==> src/rtl/div113_seq.sv <==
// Multi-cycle unsigned divide-by-constant (default 113): radix-16 digit recurrence,
// one quotient digit per cycle, valid/ready handshake on both sides.
module div113_seq #(
  parameter int DIVIDEND_W = 60,
  parameter int DIVISOR    = 113,
  parameter int DIGIT_W    = 4
) (
  input  logic                  clk,
  input  logic                  rst_n,
  input  logic                  in_valid,
  output logic                  in_ready,
  input  logic [DIVIDEND_W-1:0] in_dividend,
  output logic                  out_valid,
  input  logic                  out_ready,
  output logic [DIVIDEND_W-1:0] out_quotient,
  output logic [6:0]            out_remainder
);

  localparam int REM_W = 7;
  localparam int V_W   = REM_W + DIGIT_W;
  localparam int NDIG  = DIVIDEND_W / DIGIT_W;
  localparam int CNT_W = (NDIG > 1) ? $clog2(NDIG) : 1;
  localparam logic [CNT_W-1:0] LAST = CNT_W'(NDIG - 1);

  typedef enum logic [1:0] {IDLE, RUN, DONE} state_t;

  state_t                state_q;
  logic [DIVIDEND_W-1:0] shift_q;
  logic [REM_W-1:0]      rem_q;
  logic [CNT_W-1:0]      count_q;
  logic                  in_ready_q;
  logic                  out_valid_q;

  logic [V_W-1:0]        v_d;
  logic [V_W-1:0]        prod_d;
  logic [DIGIT_W-1:0]    digit_d;
  logic [REM_W-1:0]      rem_d;

  // Digit selection by comparing against every multiple k*DIVISOR; the thresholds are monotonic,
  // so the last one passed is the digit and its multiple is what gets subtracted.
  always_comb begin
    v_d     = {rem_q, shift_q[DIVIDEND_W-1 -: DIGIT_W]};
    digit_d = '0;
    prod_d  = '0;
    for (int k = 1; k < (1 << DIGIT_W); k++) begin
      if (v_d >= V_W'(k * DIVISOR)) begin
        digit_d = DIGIT_W'(k);
        prod_d  = V_W'(k * DIVISOR);
      end
    end
    rem_d = REM_W'(v_d - prod_d);
  end

  always_ff @(posedge clk or negedge rst_n) begin
    if (!rst_n) begin
      state_q     <= IDLE;
      shift_q     <= '0;
      rem_q       <= '0;
      count_q     <= '0;
      in_ready_q  <= 1'b1;
      out_valid_q <= 1'b0;
    end else begin
      case (state_q)
        IDLE: begin
          if (in_valid) begin
            shift_q    <= in_dividend;
            rem_q      <= '0;
            count_q    <= '0;
            in_ready_q <= 1'b0;
            state_q    <= RUN;
          end
        end
        RUN: begin
          // Quotient digits enter at the LSBs as dividend digits leave the top.
          shift_q <= {shift_q[DIVIDEND_W-DIGIT_W-1:0], digit_d};
          rem_q   <= rem_d;
          count_q <= count_q + CNT_W'(1);
          if (count_q == LAST) begin
            out_valid_q <= 1'b1;
            state_q     <= DONE;
          end
        end
        DONE: begin
          if (out_ready) begin
            out_valid_q <= 1'b0;
            in_ready_q  <= 1'b1;
            state_q     <= IDLE;
          end
        end
        default: begin
          out_valid_q <= 1'b0;
          in_ready_q  <= 1'b1;
          state_q     <= IDLE;
        end
      endcase
    end
  end

  assign in_ready      = in_ready_q;
  assign out_valid     = out_valid_q;
  assign out_quotient  = shift_q;
  assign out_remainder = rem_q;

  a_rem_in_range: assert property (@(posedge clk) disable iff (!rst_n)
    (state_q == RUN) |-> (rem_q < REM_W'(DIVISOR)));

endmodule

==> config.mk <==
export PLATFORM = sky130hd
export DESIGN_NAME = div113_seq
export DESIGN_NICKNAME = d
export VERILOG_FILES = /design/src/rtl/div113_seq.sv
export SDC_FILE = /design/constraint.sdc
export NUM_CORES = 1
export LEC_CHECK = 0
export BUFFER_PORTS_ARGS = -buffer_cell sky130_fd_sc_hd__buf_2
export CORE_ASPECT_RATIO = 2
export CORE_UTILIZATION = 55
export CTS_CLUSTER_DIAMETER = 50
export CTS_CLUSTER_SIZE = 14
export DETAILED_ROUTE_END_ITERATION = 16
export GPL_TIMING_DRIVEN = 0
export PLACE_DENSITY = 0.95
export SLEW_MARGIN = 5
export SYNTH_ARGS = -nofsm -noshare
export SYNTH_HDL_FRONTEND = slang
export SYNTH_SLANG_ARGS = --single-unit
==> constraint.sdc <==
create_clock -name clk -period 6 [get_ports clk]
set_input_delay 0.9 -clock clk [delete_from_list [all_inputs] [get_ports clk]]
set_output_delay 0.9 -clock clk [all_outputs]
set_load 0.02 [all_outputs]
==> summary.txt <==
Power
  – Leakage: between 0.002 and 0.0025 uW
  – Clock Power Share: around 15%
  – P_sw: 1820 uW
  – Max IR drop VDD: 401 uV
  – Switching share of power: about half
  – Flop pwr share: 28.9%
  – Int Pwr: 1910 uW
  – Combinational share of power: 56.5%
  – PwrDens: slightly above 700 nW/um^2

Die
  – Ports: 133
  – Core Area: 6990 sq um
  – Die area: 7710 sq um
  – Die X: 62.6 um
  – Die height: 123 um
  – Starting density of the core: approximately 58%
  – Row count: between 40 and 50

Clock network
  – Clk buf depth: 2
  – Worst skew pair latency: 0.34 ns
  – H-tree depth: 3
  – Clk root buf: clkbuf_16
  – TritonCTS Buffers: 9
  – Clk sinks: between 70 and 80
  – TritonCTS clock tree: done
  – CTS Hold Bufs: 0
  – Setup repair bufs after CTS: 0
  – Post-CTS resize count: 0
  – Worst-path clk slew: ~0.060 ns

Cells and area
  – Nets: 670
  – Most frequent cells in the layout: buf_2, o21ai_0, dfrtp_1
  – Layout cells sized above 1: 26.1%
  – # diodes: 0
  – Layout area overhead: 27.3%
  – Most common cell after layout, fill and taps aside: buf_2
  – Filler cells: 464
  – Core Util, Final: around 73%
  – Post-route cell area: 5140 sq um

Setup path
  – Setup CP Type: reg -> reg
  – Slowest CP cell: or4_1
  – Top delay family on crit path: compound AO/OA/AOI/OAI gates
  – CP Data Arrival Time: 4.11 ns
  – Req. time, crit path: 6.19 ns
  – CP cell instances: clkbuf_1 -> nand3_1 -> or4_1 -> o311ai_0 -> a211oi_2 -> inv_1 -> ha_1 -> inv_1 -> fa_1 -> a211oi_1 -> o21ai_0 -> a21oi_1 -> xnor2_1 -> xnor2_1 -> o22ai_1
  – Worst-path fanout max: 10
  – Buffers and inverters on the worst path: 3
  – CP Launch Type: flip-flop
  – Max stage delay on crit path: 0.54 ns
  – Worst setup EP type: flip-flop

Routing
  – DR WL/cell: ~20 um
  – Final ANT Viol Nets: 0
  – Via density: 6.59
  – Residual DRC: 0
  – DRT iter0 DRCs: 817
  – Final wirelength: 14.1 mm
  – Drt first pass iters: 7
  – Vias: 4563

Yosys
  – Cell Area, Synth: 4040 sq um
  – Distinct cells, synth: 55
  – Warning count from the yosys run: 0
  – Seq/Total Area, Yosys: 46.5%
  – Syn_area_per_cell: just under 9 sq um
  – Synthesized instance count: 453
  – Synthesis-stage register bit count: 75
  – Post-Syn Nets: 526
  – Most used DFF post-synth: dfrtp_1
  – Post-synth EDFFs: 0
  – Post-synth ARST share: between 90% and 100%

Placement
  – Port Buffers: 132
  – Post-DP HPWL: 10.2 mm
  – Placed instance area: 4840 sq um
  – Post-Place Worst Slack: about 2.2 ns
  – GP Congestion: 1.04

GRT
  – Vias in the first global route: 4577
  – First-pass GRT wire length: 22.1 mm
  – Pin count of the biggest net entering global routing: 67
  – Overall Global Routing Usage: 37.8%
  – Total congestion overflow: 0
  – Initial antenna violation count: 0

Min path
  – Hold crit path type: in -> async

STA
  – Slew Limit Fails: 0
  – Final setup viols: 0
  – Relative slew slack: 47.1%
  – Setup TNS: 0 ns
  – Final Hold Fails: 0
  – Unrepaired setup endpoints after global routing: no
  – Hold Slack: 0.396 ns
  – Setup ws final: 2.08 ns
  – Ratio of final minimum period to clock period: 65.3%
  – Max Clock Skew: 0.00529 ns
  – Max Freq: between 0.2 and 0.3 GHz
  – Worst-Margin Slew: 0.774 ns
  – Post-layout min period: between 3 and 4 ns

Flow run
  – Max-cap violations: 0

Status
  – Outcome: finished, final reports clean
cells in the mapped netlist (2+ instances only):
cell type / instances / area [sq um]
o21ai_0: 75 / 375
dfrtp_1: 74 / 1850
nand2_1: 70 / 263
a22oi_1: 55 / 413
clkbuf_1: 35 / 131
nor2_1: 14 / 52.6
a21oi_1: 13 / 65.1
nand3_1: 10 / 50.1
inv_1: 9 / 33.8
ha_1: 8 / 100
nor2b_1: 5 / 31.3
nor3_1: 5 / 25.0
o211ai_1: 5 / 37.5
a22o_1: 4 / 35.0
nand2b_1: 4 / 25.0
o22ai_1: 4 / 25.0
or4_1: 4 / 30.0
a31oi_1: 3 / 18.8
and3_1: 3 / 18.8
buf_1: 3 / 11.3
nand4_1: 3 / 18.8
xnor2_1: 3 / 26.3
a211oi_1: 2 / 15.0
a221oi_1: 2 / 17.5
a41oi_1: 2 / 17.5
and2_1: 2 / 12.5
and3b_1: 2 / 17.5
mux2i_1: 2 / 20.0
o21bai_1: 2 / 15.0
o311ai_0: 2 / 17.5
o31ai_1: 2 / 15.0
or2_2: 2 / 12.5
or2b_1: 2 / 15.0
state kept, by name, summed over array words and instances, names as in the netlist:
register / cells
state_q: 2
count_q: 4
out_remainder: 7
out_valid: 1
in_ready: 1
out_quotient: 60
path summary, 6_finish.rpt:
| kind | slack [ns] | end | startpoint | cells past startpoint |
|---|---|---|---|---|
| worst max-delay path | 2.08 | out_remainder[6]$_DFFE_PN0P_ | out_remainder[0]$_DFFE_PN0P_ | 15 |
| worst min-delay path | 0.40 | out_quotient[36]$_DFFE_PN0P_ | rst_n | 1 |
| worst max register to register | 2.08 | out_remainder[6]$_DFFE_PN0P_ | out_remainder[0]$_DFFE_PN0P_ | 15 |
| worst min register to register | 0.51 | out_quotient[47]$_DFFE_PN0P_ | out_quotient[47]$_DFFE_PN0P_ | 2 |
| max in group asynchronous | 5.01 | in_ready$_DFFE_PN1P_ | rst_n | 2 |
| min in group clk | 0.51 | out_quotient[47]$_DFFE_PN0P_ | out_quotient[47]$_DFFE_PN0P_ | 2 |
layout make-up:
| cell class | count | area (sq um) | share of cell area [%] |
|---|---|---|---|
| Inverter | 9 | 33.8 | 0.657 |
| Tap cell | 90 | 113 | 2.19 |
| Clock inverter | 2 | 35.0 | 0.682 |
| Multi-Input combinational cell | 330 | 1980 | 38.5 |
| Timing Repair Buffer | 133 | 691 | 13.4 |
| Clock buffer | 14 | 264 | 5.14 |
| Buffer | 39 | 148 | 2.87 |
| Sequential cell | 75 | 1880 | 36.5 |
worst reg2reg max path: stages (launching register included):
cell and delay [ns]:
dfrtp_1 0.52, clkbuf_1 0.37, nand3_1 0.23, or4_1 0.54, o311ai_0 0.15, a211oi_2 0.12, inv_1 0.08, ha_1 0.18
inv_1 0.06, fa_1 0.42, a211oi_1 0.32, o21ai_0 0.15, a21oi_1 0.21, xnor2_1 0.17, xnor2_1 0.15, o22ai_1 0.09
kinds of logic after synthesis:
family	share of synthesized area, %
compound gates	29.3
simple gates	15.3
flops	46.5
buf+inv	4.49
fa+ha+maj	2.98
xor+xnor	0.651
mux	0.775
per-stage QoR:
step	power [uW]	cells
after floorplan	2410	453
after global placement	2990	675
after detailed placement	3100	676
after CTS	3670	692
after global routing	3940	692
final	3730	692
routing by layer:
metal  global-route usage [%]  vias up  part of all wire [%]
li1                         -     1960                     -
met1                     39.6     2135                    32
met4                     27.2        0                   6.8
met3                     6.83       93                   7.8
met5                        0        -                     0
met2                     67.3      375                    53
power groups by stage:
stage	Sequential, uW	Clock [uW]	Combinational (uW)
floorplan	1260	0	1150
global route	1090	564	2280
finish	1080	546	2110
global placement	1040	0	1950
CTS	1060	546	2070
detailed placement	1060	0	2040
Note: power is estimated with default switching activity, not from simulation.
